--- config.mk ---
export PLATFORM = sky130hd
export DESIGN_NAME = multicore_dispatcher
export DESIGN_NICKNAME = d
export VERILOG_FILES = /design/src/rtl/multicore_dispatcher.sv
export SDC_FILE = /design/constraint.sdc
export NUM_CORES = 1
export LEC_CHECK = 0
export BUFFER_PORTS_ARGS = -buffer_cell sky130_fd_sc_hd__buf_4
export CAP_MARGIN = 20
export CORE_UTILIZATION = 40
export CTS_CLUSTER_SIZE = 12
export DETAILED_ROUTE_END_ITERATION = 16
export PLACE_DENSITY_LB_ADDON = 0.05
export SYNTH_ARGS = -nofsm -noshare
export SYNTH_HDL_FRONTEND = slang
export SYNTH_SLANG_ARGS = --single-unit
--- constraint.sdc ---
create_clock -name clk -period 5.47 [get_ports clk]
set_input_delay 0.547 -clock clk [delete_from_list [all_inputs] [get_ports clk]]
set_output_delay 0.547 -clock clk [all_outputs]
set_load 0.1 [all_outputs]
--- src/rtl/multicore_dispatcher.sv ---
// Launches a masked group of cores, tracks start acks and completions, and times the run.
// Define DISPATCH_TIMEOUT_EN to enable the run watchdog (TIMEOUT_CYCLES); otherwise timeout is tied low.
module multicore_dispatcher #(
    parameter int CORE_COUNT     = 4,
    parameter int CNT_WIDTH      = 24,
    parameter int TIMEOUT_CYCLES = 1000000
) (
    input  logic                  clk,
    input  logic                  rstN,
    input  logic                  launch,
    input  logic [CORE_COUNT-1:0] coreMask,
    input  logic                  abort,
    input  logic [CORE_COUNT-1:0] coreReady,
    input  logic [CORE_COUNT-1:0] coreDone,
    output logic [CORE_COUNT-1:0] coreStart,
    output logic                  busy,
    output logic                  allDone,
    output logic [CORE_COUNT-1:0] doneMask,
    output logic [CNT_WIDTH-1:0]  cycleCount,
    output logic                  timeout
);

    typedef enum logic [1:0] {IDLE, START, RUN, FIN} state_t;

    generate
        if (CORE_COUNT < 1 || CORE_COUNT > 16 || CNT_WIDTH < 2 || TIMEOUT_CYCLES < 1) begin : g_bad_cfg
            $error("multicore_dispatcher: unsupported parameter combination");
        end
    endgenerate

    state_t                state;
    logic [CORE_COUNT-1:0] mask_reg;
    logic [CORE_COUNT-1:0] ack_reg;
    logic [CORE_COUNT-1:0] done_reg;
    logic [CNT_WIDTH-1:0]  cnt;

    logic                  accept;
    logic                  finishing;
    logic [CORE_COUNT-1:0] ack_next;
    logic [CORE_COUNT-1:0] done_next;
    logic [CNT_WIDTH-1:0]  cnt_inc;

    always_comb begin
        accept    = launch && (coreMask != '0) && ((coreReady & coreMask) == coreMask);
        // a selected core acknowledges start by dropping ready
        ack_next  = ack_reg | (mask_reg & ~coreReady);
        done_next = done_reg | (coreDone & mask_reg);
        finishing = (state == RUN) && (done_next == mask_reg);
        cnt_inc   = (&cnt) ? cnt : cnt + 1'b1;
    end

`ifdef DISPATCH_TIMEOUT_EN
    localparam logic [CNT_WIDTH-1:0] TO_LIM = CNT_WIDTH'(TIMEOUT_CYCLES);
    logic timeout_q;
`endif

    always_ff @(posedge clk or negedge rstN) begin
        if (!rstN) begin
            state    <= IDLE;
            mask_reg <= '0;
            ack_reg  <= '0;
            done_reg <= '0;
            cnt      <= '0;
`ifdef DISPATCH_TIMEOUT_EN
            timeout_q <= 1'b0;
`endif
        end else begin
`ifdef DISPATCH_TIMEOUT_EN
            timeout_q <= 1'b0;
`endif
            case (state)
                IDLE: begin
                    if (accept) begin
                        mask_reg <= coreMask;
                        ack_reg  <= '0;
                        done_reg <= '0;
                        cnt      <= '0;
                        state    <= START;
                    end
                end
                START, RUN: begin
                    if (abort) begin
                        // abort beats completion and watchdog; counter holds
                        done_reg <= '0;
                        state    <= IDLE;
                    end else begin
                        cnt      <= cnt_inc;
                        done_reg <= done_next;
                        if (state == START) begin
                            ack_reg <= ack_next;
                            if (ack_next == mask_reg) state <= RUN;
                        end else if (finishing) begin
                            state <= FIN;
                        end
`ifdef DISPATCH_TIMEOUT_EN
                        // completion on the same edge wins over the watchdog
                        if (!finishing && cnt_inc >= TO_LIM) begin
                            state     <= IDLE;
                            timeout_q <= 1'b1;
                        end
`endif
                    end
                end
                FIN: state <= IDLE;
                default: state <= IDLE;
            endcase
        end
    end

    assign coreStart  = (state == START) ? (mask_reg & ~ack_reg) : '0;
    assign busy       = (state == START) || (state == RUN);
    assign allDone    = (state == FIN);
    assign doneMask   = done_reg;
    assign cycleCount = cnt;
`ifdef DISPATCH_TIMEOUT_EN
    assign timeout    = timeout_q;
`else
    assign timeout    = 1'b0;
`endif

endmodule

### Word level (Yosys, flattened, before mapping)

Index checks and enable logic that the tools add are counted.

| storage, ports and cells | value |
|---|---|
| bits in registers | 38 |
| input port bits | 16 |
| output and inout port bits | 35 |
| logic and storage cells | 57 |

| cells by class | value |
|---|---|
| $add $sub $neg | 1 |
| eq/ne operators | 12 |
| multiplexer cells | 17 |
| bitwise logic cells | 8 |
| reductions and logical operators | 14 |

Operators by type and width:

| kind | count |
|---|---|
| 24-bit 2-to-1 mux | 3 |
| 24-bit case mux with 2 select lines | 1 |
| 24-bit by 1-bit adder with 24-bit output, second input constant | 1 |
| 24-bit AND reduction | 1 |
| 4-bit 2-to-1 mux | 5 |
| 4-bit bitwise AND | 4 |
| 4-bit case mux with 2 select lines | 2 |
| 4-bit equality test | 3 |
| 2-bit 2-to-1 mux | 5 |
| 2-bit != test, second input constant | 4 |
| 4-bit != test, second input constant | 2 |
| 4-bit NOT | 2 |
| 4-bit bitwise OR | 2 |
| 4-bit AND reduction | 2 |
| 2-bit case mux with 3 select lines | 1 |
| 2-bit equality test, second input constant | 2 |
| 2-bit AND reduction | 2 |
| 4-bit nonzero test | 1 |
| 1-bit logical AND | 3 |
| 3-bit AND reduction | 1 |
| 2-bit by 1-bit equality test with 1-bit output, second input constant | 1 |
| 2-bit zero test | 1 |
| 2-bit nonzero test | 1 |
| 2-bit OR reduction | 1 |
| 1-bit logical OR | 1 |

### Longest topological paths before layout

| logic depth | value |
|---|---|
| word-level depth | 8 |
| gate-level depth with buffers | 8 |
| gate-level depth less buffers | 7 |

### Least setup slack after synthesis

Ideal clock, no wire load.

| path | value |
|---|---|
| path kind | flip-flop to flip-flop |
| start | register state[1] |
| end | register cnt[17] (netlist: cycleCount[17]) |
| library setup time | 0.126 ns |
| arrival time | 2.543 ns |
| data required time | 5.344 ns |
| slack | 2.801 ns |
| cell stages (with the launch flop) | 9 |
| path buffers | 1 |
| clock period less this slack | 2.669 ns |
| cell sequence | dfrtp_1 inv_1 ha_1 nand2b_1 a2bb2oi_1 and3_4 nand2b_1 buf_2 a221o_1 |

| on the way | value |
|---|---|
| longest elaborated chain between the ends | 4 |
| elaborated cells between the ends (all ways) | 10 |
| those cells by class | 5 x eq/ne; 1 x mux; 4 x reduce/logical |

Ends and longest elaborated chain:

| item | RTL line | source |
|---|---|---|
| from (decl) | 31 | `state_t state;` |
| from (signal assigned) | 59 | `state <= IDLE;` |
| from (signal assigned) | 78 | `state <= START;` |
| from (signal assigned) | 85 | `state <= IDLE;` |
| 2-bit equality test or 2-bit by 1-bit equality test with 1-bit output (tied branches) | 71 | `case (state)` |
| 2-bit OR reduction | 71 |  |
| 2-bit != test (no source line) or 2-bit nonzero test (tied branches) | n/a |  |
| 4-bit AND reduction (no source line) | n/a |  |
| to (signal assigned) | 87 | `cnt <= cnt_inc;` |
| to (decl) | 35 | `logic [CNT_WIDTH-1:0] cnt;` |

Parallel ways exist; a longest one is shown, timed or not.
A chain may end at the register's enable or synchronous reset.

### Worst setup path in the final report

| path | value |
|---|---|
| start | register state[1] |
| end | register cnt[3] (netlist: cycleCount[3]) |

The elaborated chain is that of the path after synthesis.

==> reports/qor.yml <==
clockRootBuffer: "clkbuf_8"
synth_ff_type: "dfrtp_1"
routedWlPerCell_um: 15.91
maxSlewViolCount: 0
syn_area_um2: 2446
cp_max_fo: 31
skew_ns: 0.01082
syn_inst: 279
area_growth_pct: 20.05
post-route-min-period_ns: 3.215
drc: 0
final_nets: 344
relSlewSlack_pct: 46.21
start_util_pct: 41.31
yosysSeqAreaShare_pct: 38.87
crit_arrival_ns: 3.35
die_w_um: 80.20
post-route-period-util_pct: 58.78
insertion_delay_ns: 0.30
synth_cell_types: 53
cts.clk_slew.worst_paths_ns: 0.08
track_usage_pct: 20.97
hold_path.class: "primary input to asynchronous set/reset pin"
via_count: 2349
dp_hpwl_um: 4437
die-area_um2: 6432
synth_top_area_share_pct: 38.87
max_freq_mhz: 311.0
worstPathRequired_ns: 5.61
crit_slowest_cell: "nand2b_1"
fin_tns_setup_ns: 0
async_flop_share_pct: 100.0
grt_antenna_before_repair: 0
first_iter_violations: 106
numCtsBuffers: 5
setup_viol: 0
antenna_cells: 0
grt_pass1_wl_um: 10360
drive_above_1_share_pct: 21.05
rsz0062_at_grt: "false"
placementRows: 28
postSynthAreaPerCell_um2: 8.767
grt_max_degree: 39
largest_reg_flops: 24
multi_input_area_um2: 1384
ff_latch_area_um2: 950.9
startpoint_type: "register"
cts_max_level: 2
port_buffers: 49
yosys-top-cells-area: "dfrtp_1, o21ai_0, nand3_1"
outcome: "finished, final reports clean"
cp_slowest_stage_delay_ns: 0.68
max_cap_viol_count: 0
drtPass1Iterations: 4
cts-resized-gates: 0
clock-sinks: 38
vias_per_cell: 5.902
cp-end-kind: "register"
finalHoldViolCount: 0
chipHeight_um: 80.20
drt_wl_total_um: 6332
core_um2: 5921
gp_congestion: 0.7871
path_cells: "inv_1 -> ha_1 -> buf_4 -> nand2_1 -> nor3_1 -> and3_1 -> nand2b_1 -> o311ai_0"
clk_path_buf_depth: 2
yosys.area.top_type: "dfrtp_1"
worst_pin_slew_ns: 0.8046
yosys_warnings: 0
synth-edff-count: 0
gr-total-overflow: 0
ant_nets: 0
path_class: "register to register"
cts_setup_buffers: 0
hold_buffers: 0
io_pins: 51
cts_tree: "done"
fillers: 575
syn_nets: 301
grt_pass1_vias: 2133
ys_ff_latch: 38
==> cells in the mapped netlist, types with 3 or more instances <==
cell and count:
a21oi_1 14, a221o_1 4, a22o_1 5, a31oi_1 4, and3_1 10, buf_2 5
clkbuf_1 7, dfrtp_1 38, ha_1 6, inv_1 11, mux2_2 4, nand2_1 18
nand2b_1 12, nand3_1 18, nand3b_1 10, nand4_1 7, nand4b_1 5, nor2_1 19
nor3_1 7, nor3b_1 3, o21ai_0 21, o221ai_1 5, o31ai_1 3, or2_2 3
==> kinds of logic (layout without fill, tap and decap cells) <==
family / count (synthesis) / after routing / synth area share [%]
buffers and inverters: 25 / 69 / 4.553
muxes: 5 / 5 / 2.251
DFF: 38 / 38 / 38.87
AOI/OAI and AO/OA: 75 / 75 / 20.92
adders and majority gates: 6 / 6 / 3.069
and+or+nand+nor: 129 / 129 / 30.18
other: 1 / 1 / 0.1533
==> placed cells by master, fill, tap and decap left out, types with 4 or more instances in the layout <==
| master | n |
|---|---|
| ha_1 | 6 |
| a21oi_1 | 14 |
| buf_4 | 50 |
| nand3_1 | 18 |
| dfrtp_1 | 38 |
| nor3_1 | 7 |
| a31oi_1 | 4 |
| nand2_1 | 18 |
| mux2_2 | 4 |
| nor2_1 | 19 |
| inv_1 | 11 |
| nand3b_1 | 10 |
| a22o_1 | 5 |
| o21ai_0 | 21 |
| o221ai_1 | 5 |
| clkbuf_8 | 6 |
| a221o_1 | 4 |
| nand2b_1 | 12 |
| nand4_1 | 7 |
| and3_1 | 10 |
| nand4b_1 | 5 |
==> worst max-delay path: cells and delay by family (launching register included) <==
kind / cells / cell delay (ns)
flip-flops: 1 / 0.43
adder cells (fa/ha/maj): 1 / 0.54
buffers and inverters: 2 / 0.46
AND/OR/NAND/NOR: 4 / 1.35
AO/OA/AOI/OAI: 1 / 0.25
==> worst paths after layout <==
check	startpoint	to	slack [ns]	depth (start not counted)
worst max-delay path	state[1]	cycleCount[3]	2.25	8
worst min-delay path	rstN	cycleCount[5]	0.21	1
worst max register to register	state[1]	cycleCount[3]	2.25	8
worst min register to register	ack_reg[0]	ack_reg[0]	0.56	2
max in group asynchronous	rstN	ack_reg[2]	4.91	1
min in group clk	coreMask[1]	mask_reg[1]	0.50	2
==> metal layers <==
layer	global-route usage (%)	vias to the layer above	routed length (um)	share of wire, %
met5	0	-	0	0
met4	5.714	0	64	1.0
met3	3.523	6	272	4.3
met2	30.34	62	2727	43
met1	31.71	1145	3268	52
li1	-	1136	-	-
==> final cells by class <==
type / count / area share (%)
multi-input combinational: 216 / 47.12
sequential: 38 / 32.38
timing repair buffer: 50 / 12.78
tap: 75 / 3.196
clock buffer: 7 / 2.940
inverter: 11 / 1.406
clock inverter: 1 / 0.1704
==> stage by stage <==
step	cell area (um^2)	utilization, %	setup WS, ns	instances	hold WS, ns
6_report	2937	49.60	2.255	398	0.2141
5_1_grt	2937	49.60	1.928	398	0.2560
4_1_cts	2937	49.60	2.234	398	0.2335
3_5_place_dp	2845	48.06	2.267	390	0.5483
3_3_place_gp	2845	48.06	2.424	390	0.5383
2_1_floorplan	2446	-	2.801	279	0.2514
Power is left out: the tool's default activity adds up to more than one toggle a clock period on the data nets, which glitch-free logic cannot reach.
